**config.mk**
```make
export PLATFORM = sky130hd
export DESIGN_NAME = wb_arbiter
export DESIGN_NICKNAME = d
export VERILOG_FILES = /design/src/rtl/wb_arbiter.sv
export SDC_FILE = /design/constraint.sdc
export NUM_CORES = 1
export LEC_CHECK = 0
export ABC_CLOCK_PERIOD_IN_PS = 10350
export CORE_ASPECT_RATIO = 0.7
export CORE_MARGIN = 5
export CORE_UTILIZATION = 54
export DETAILED_ROUTE_END_ITERATION = 6
export GPL_ROUTABILITY_DRIVEN = 1
export PLACE_DENSITY = 0.95
export SETUP_SLACK_MARGIN = 0.02
export SYNTH_ARGS = -nofsm -noshare
export SYNTH_HDL_FRONTEND = slang
export SYNTH_SLANG_ARGS = --single-unit
```
**constraint.sdc**
```tcl
create_clock -name clk -period 10.35 [get_ports clk]
set_clock_uncertainty 0.1 [all_clocks]
set_input_delay 2.07 -clock clk [delete_from_list [all_inputs] [get_ports clk]]
set_output_delay 2.07 -clock clk [all_outputs]
set_load 0.05 [all_outputs]
```
**src/rtl/wb_arbiter.sv**
```systemverilog
// Round-robin writeback arbiter: NREQ execution units, each with a one-entry
// holding buffer, share the ROB's single registered writeback port.
module wb_arbiter #(
    parameter int NREQ = 4
) (
    input  logic                 clk,
    input  logic                 rst,
    input  logic                 rob_flush,
    input  logic [NREQ-1:0]      req_valid,
    output logic [NREQ-1:0]      req_ready,
    input  logic [7*NREQ-1:0]    req_robid,
    input  logic [32*NREQ-1:0]   req_result,
    input  logic [NREQ-1:0]      req_error,
    input  logic [5*NREQ-1:0]    req_ecause,
    output logic                 wb_valid,
    output logic [6:0]           wb_robid,
    output logic [31:0]          wb_result,
    output logic                 wb_error,
    output logic [4:0]           wb_ecause,
    output logic [2:0]           wb_unit
);

    localparam int PW = (NREQ > 1) ? $clog2(NREQ) : 1;

    logic [NREQ-1:0] hb_valid;
    logic [6:0]      hb_robid  [NREQ];
    logic [31:0]     hb_result [NREQ];
    logic            hb_error  [NREQ];
    logic [4:0]      hb_ecause [NREQ];

    logic [PW-1:0]   ptr;
    logic [PW-1:0]   ptr_next;
    logic [PW-1:0]   grant_sel;
    logic [NREQ-1:0] mask_hi;
    logic [NREQ-1:0] hi_req;
    logic [NREQ-1:0] pick;
    logic [NREQ-1:0] grant;
    logic [NREQ-1:0] beat;
    logic            any_grant;

    // Rotating priority: prefer the lowest valid unit at or above ptr, else
    // wrap to the lowest valid unit overall; isolate that single bit.
    // NOTE: every variable gets a default at the top of always_comb so no
    // path leaves it unassigned, which would otherwise infer a latch.
    always_comb begin
        mask_hi   = '0;
        grant_sel = '0;
        for (int i = 0; i < NREQ; i++) begin
            mask_hi[i] = (PW'(i) >= ptr);
        end
        hi_req    = hb_valid & mask_hi;
        pick      = (|hi_req) ? hi_req : hb_valid;
        grant     = (rst || rob_flush) ? '0 : (pick & (~pick + NREQ'(1)));
        any_grant = |grant;
        for (int i = 0; i < NREQ; i++) begin
            if (grant[i]) grant_sel = PW'(i);
        end
        ptr_next  = (grant_sel == PW'(NREQ - 1)) ? '0 : grant_sel + PW'(1);
    end

    // A granted buffer drains this cycle, so it can reload in the same cycle.
    assign req_ready = {NREQ{~rob_flush}} & ({NREQ{rst}} | ~hb_valid | grant);
    assign beat      = req_valid & req_ready & {NREQ{~rst}};

    // NOTE: sequential state uses non-blocking assignments so every register
    // samples the pre-edge values regardless of statement order.
    always_ff @(posedge clk) begin
        if (rst) begin
            hb_valid  <= '0;
            ptr       <= '0;
            wb_valid  <= 1'b0;
            wb_robid  <= '0;
            wb_result <= '0;
            wb_error  <= 1'b0;
            wb_ecause <= '0;
            wb_unit   <= '0;
        end else begin
            wb_valid <= any_grant;
            if (any_grant) begin
                wb_robid  <= hb_robid[grant_sel];
                wb_result <= hb_result[grant_sel];
                wb_error  <= hb_error[grant_sel];
                wb_ecause <= hb_ecause[grant_sel];
                wb_unit   <= 3'(grant_sel);
                ptr       <= ptr_next;
            end
            for (int i = 0; i < NREQ; i++) begin
                if (rob_flush)     hb_valid[i] <= 1'b0;
                else if (beat[i])  hb_valid[i] <= 1'b1;
                else if (grant[i]) hb_valid[i] <= 1'b0;
            end
        end
    end

    // NOTE: buffer payloads are not reset; hb_valid alone qualifies them, so
    // resetting the storage would only add reset fan-out.
    always_ff @(posedge clk) begin
        for (int i = 0; i < NREQ; i++) begin
            if (beat[i]) begin
                hb_robid[i]  <= req_robid[7*i +: 7];
                hb_result[i] <= req_result[32*i +: 32];
                hb_error[i]  <= req_error[i];
                hb_ecause[i] <= req_ecause[5*i +: 5];
            end
        end
    end

endmodule

```
==> results.cfg <==
[outcome]
outcome = completed

[clocking]
clockBufferDepth = 3
ctsResizeCount = 0
clk_latency_ns = 0.51
cts_setup_buffers = 0
cts_tree = built
cts_buffers = 23
cts_hold_buf = 0
htreeDepth = 1
clk_pin_slew_ns = 0.07
cts.sink_count = 234
cts-root-buf = clkbuf_16

[setup_path]
start_kind = input pin
worstSetupPathType = in -> out
reg2reg_to = wb_ecause[0]
worst_ep_required_time_ns = 8.18
crit_fanout = 8
arrival_ns = 4.55
rr_worst_depth = 5
reg2reg_slack_ns = 6.34
r2r_start = hb_valid[1]
crit_path_end_kind = output pin

[synth]
yosysWarningCount = 0
async_flop_share = 0
synth_edf_count = 180
synth_nets = 916
synth-seq-cells = 234
ys_seq_area_frac = 0.6581
syn_area_sq_um = 9856
ys_types = 40
avgSynthCellArea_sq_um = 13.52
postSynthCellCount = 729
ys.flop_type = edfxtp_1

[sta]
period_share = 0.6497
fin_crit_ns = 6.725
whs_ns = 0.3942
relSlewSlack = 0.2060
rsz0062_at_grt = no
hold_viol = 0
layout_setup_ws_ns = 3.625
tns_ns = 0
setup_violations = 0
drv_slew = 0
fmax_ghz = 0.1487
worst_slew_pin_slew_ns = 1.191

[placement]
dp.cells = 1145
hpwlAfterDp_microns = 17920
gp_congestion = 0.8694
port_buffers = 238
dp_slack_ns = 3.678

[cells_and_area]
final_cells = 1188
area_growth_syn_to_layout_pct = 32.02
layout_common_cells = 238 x clkdlybuf4s50_1, 180 x edfxtp_1, 93 x o21ai_0
layout-drive-gt1-share = 0.1453
final_common_cell = clkdlybuf4s50_1
fillCellCount = 1159
num-nets-final = 1121

[power]
power_w = 0.002176
p_leak_nw = 4.375
ir_drop_mv = 0.1309
power-per-cell-area_nw_per_um2 = 167.3

[global_route]
grt_max_degree = 56
grt_usage = 0.2610
grt_pass1_wl_microns = 42020
grt_antenna_before_repair = 4
overflow = 0
grt_pass1_vias = 7477

[detailed_routing]
drc_errors = 0
first_pass_iters = 6
postRouteAntennaNets = 0
detail_route.vias_per_cell = 6.168
routed_wl_microns = 28310
first_iter_violations = 896
num_vias = 7327
post_drt_wl_per_cell_microns = 23.83

[die]
die_area_sq_um = 21100
initial_core_util = 0.5489
die_h_microns = 123.0
boundaryPins = 240
row_count = 41
fp.coreArea_sq_um = 17950
die_w_microns = 171.5

[worst_hold_path]
hold_end = wb_unit[1]
min_path_type = reg -> reg
hold_start = wb_unit[1]
hold_depth = 2

[flow_run]
maxCapViolCount = 0
## where the power goes
group	leakage, nW	total, W	switching [W]	internal, W
sequential	2.09	0.00107	0.0000257	0.00105
clock	0.367	0.000836	0.000348	0.000488
combinational	1.92	0.000265	0.000141	0.000124
total	4.37	0.00218	0.000515	0.00166
## area by class of cell
type	count	area (sq um)	area share
Antenna cell	2	5.005	0.0003847
Clock buffer	31	645.6	0.04962
Clock inverter	10	106.4	0.008174
Inverter	3	11.26	0.0008655
Multi-Input combinational cell	427	3023	0.2323
Sequential cell	234	6490	0.4988
Tap cell	236	295.3	0.02269
Timing Repair Buffer	245	2435	0.1871
## worst max path at each step
stage,from,end,slack [ns],cells after the start
2_1_floorplan,rob_flush,req_ready[3],4.47,6
3_3_place_gp,rst,req_ready[3],3.76,6
3_5_place_dp,rst,req_ready[3],3.68,6
4_1_cts,rst,req_ready[3],3.67,6
5_1_grt,rst,req_ready[3],3.50,6
6_report,rst,req_ready[3],3.63,6
## per-layer routing
| layer | global-route usage | part of all wire | wire [microns] | vias up |
|---|---|---|---|---|
| met5 | 0 | 0.0014 | 40 | - |
| met4 | 0.08263 | 0.031 | 871 | 6 |
| met3 | 0.09236 | 0.12 | 3517 | 66 |
| met2 | 0.4182 | 0.45 | 12830 | 443 |
| met1 | 0.3363 | 0.39 | 11040 | 3578 |
| li1 | - | - | - | 3234 |
## sequential cells by signal, indices dropped and copies added (netlist names), 2 cells and up
signal	flops
ptr	2
hb_robid	28
hb_ecause	20
wb_unit	2
hb_result	128
wb_result	32
hb_error	4
hb_valid	4
wb_ecause	5
wb_robid	7
## critical path, cell delays in order
cell	delay, ns
clkdlybuf4s50_1	0.54
or2_1	0.38
a221oi_2	0.25
a21boi_0	0.27
a21oi_1	0.21
clkdlybuf4s50_1	0.82
## synth_stat cells, drive strengths merged (2+ instances only)
cell     number  share of area
a21boi        2         0.0015
a21oi        55          0.043
a221oi       46          0.067
a2bb2oi      45          0.040
and2          2         0.0013
and3          2         0.0013
buf          27          0.023
clkbuf       38          0.016
dfxtp        54           0.11
edfxtp      180           0.55
inv           3         0.0011
nand2        51          0.019
nor2         19         0.0089
nor2b        50          0.032
o21ai        95          0.048
o21bai        2         0.0015
o22ai        45          0.029
## per-stage QoR
stage | instance area (sq um) | util
3_5_place_dp | 12250 | 0.6825
6_report | 13010 | 0.7247
5_1_grt | 13010 | 0.7245
2_1_floorplan | 9856 | -
4_1_cts | 13010 | 0.7244
3_3_place_gp | 12250 | 0.6825
## logic make-up (layout without fill, tap and decap cells)
logic type,Yosys count,after routing,synth area share
and+or+nand+nor,126,126,0.06386
AOI/OAI and AO/OA,300,300,0.2383
buffers and inverters,68,289,0.03936
other,1,3,0.0003805
DFF,234,234,0.6581
Power figures use the tool's default switching activity.
==> variant, RTL diff (same settings) <==
The parameter `NREQ` goes from 4 to 8.
--- a/src/rtl/wb_arbiter.sv
+++ b/src/rtl/wb_arbiter.sv
@@ -3,3 +3,3 @@
 module wb_arbiter #(
-    parameter int NREQ = 4
+    parameter int NREQ = 8
 ) (
Interface: changed (6 resized); port bits go from 240 to 428. The function was not compared with the original's and may differ.
==> variant against the original RTL <==
- area after synthesis rose by 64%
- design area grew 70%
- die area increased by 59%
- setup slack lost 0.52 ns
- sequential power up 80%
- highest routed layer unchanged
- register-to-register slack got worse by 0.54 ns
- first-iteration DRC count grew 100%
- power increased by 77%
- sequential cell count increased by 186
- routed wire length grew 90%
==> variant: results (changes against the original RTL) <==
min_path_type: "reg -> reg"
place_ws_ns: 3.19  # -0.483 ns
grtUsageTotal_pct: 31.4  # +5.3 points
antenna_found_initial: 8  # +4
maxSlewHeadroom_pct: 25.3  # +4.7 points
drtIter0Drc: 1827  # +100%
hp-start: "wb_unit[1]"
cts_resized: 0  # unchanged
drive_gt1_share_pct: 10.6  # -3.9 points
critPathMaxFanout: 11  # +3
top_layer_used: "met5"
wl_per_cell_microns: 29.9  # +26%
vdd_drop_max_v: 0.000150  # +15%
met3_usage_pct: 9.96  # +0.73 points
r2r-start: "ptr[0]"
intPower_w: 0.00294  # +77%
ys_seq_area_share_pct: 74.5  # +8.7 points
path_clk_slew_ns: 0.06
cts_htree_levels: 2  # +1
setup_ws_ns: 3.11  # -0.519 ns
port_buffers: 427  # +79%
use_met2_pct: 51.2  # +9.4 points
grt_pass1_vias: 11900  # +59%
status: "finished, final reports clean"
rr_worst_depth: 9  # +4
rrSetupSlack_ns: 5.80  # -0.54 ns
pg_comb_w: 0.000456  # +72%
vias: 11300  # +55%
cp_data_arrival_time_ns: 5.07  # +0.52 ns
reg.largest.list: "hb_result: 256 flops, hb_robid: 56 flops, hb_ecause: 40 flops"
wl_met2_mm: 25.9  # +100%
p_leak_nw: 7.26  # +66%
synth.top_cells.by_count: "360 x edfxtp_1, 90 x mux2i_1, 60 x dfxtp_1, 50 x a31oi_1"
path_delay_family: "buffers and inverters"
endpoint: "req_ready[5]"
clock_latency_ns: 0.54  # +0.03 ns
r2r-end: "wb_result[7]"
hold_slack_ns: 0.432  # +0.0376 ns
grt_max_degree: 67  # +20%
post-dp-hpwl_mm: 35.0  # +95%
synth-edff-count: 360  # +100%
gp_congestion: 0.884  # +1.7%
dpl_cell_area_sq_um: 20800  # +70%
place_inst: 1726  # +51%
syn_avg_cell_area_sq_um: 16.8  # +24%
slowest_delay_ns: 0.84  # +0.02 ns
crit_path_start: "rob_flush"
synth.distinct_cells: 49  # +23%
grt_pass1_wl_mm: 77.3  # +84%
power_frac_seq_pct: 50.1  # +0.7 points
viasPerCell: 6.31  # +2.3%
wl_met3_mm: 6.95  # +98%
synth_area_leaders: "edfxtp_1 67%, dfxtp_1 7.4%, mux2i_1 5.6%"
firstDrtPassIters: 6  # unchanged
drt-met1-wl_mm: 18.2  # +64%
numCtsBuffers: 39  # +70%
grt_util_met1_pct: 38.9  # +5.3 points
powerDensity_nw_per_um2: 174  # +4.3%
syn-num-nets: 1334  # +46%
[variant: changes by cell type in the layout (fill, tap and decap cells not counted), moves of 45 or more]
| cell | change |
|---|---|
| edfxtp_1 | +180 |
| clkdlybuf4s50_1 | +188 |
| nor2b_1 | -48 |
| o21ai_0 | -88 |
| or2_0 | +45 |
| a31oi_1 | +49 |
| o22ai_1 | -45 |
| mux2i_1 | +90 |
[variant: area by class of cell]
cell class              count  area, sq um
well taps                 378          473
repair buffers            446         4410
clock inverters            20          216
clock buffers              50         1070
multi-input cells         470         3880
flip-flops and latches    420        12000
diodes                      3         7.51
fillers                  1567         7040
inverters                  12         45.0
[variant: logic make-up after synthesis]
logic type,count (synthesis),synth area share (%)
and+or+nand+nor,121,3.96
buffers and inverters,71,2.07
muxes,156,10.2
adders and majority gates,2,0.155
DFF,420,74.5
AOI/OAI and AO/OA,191,9.14
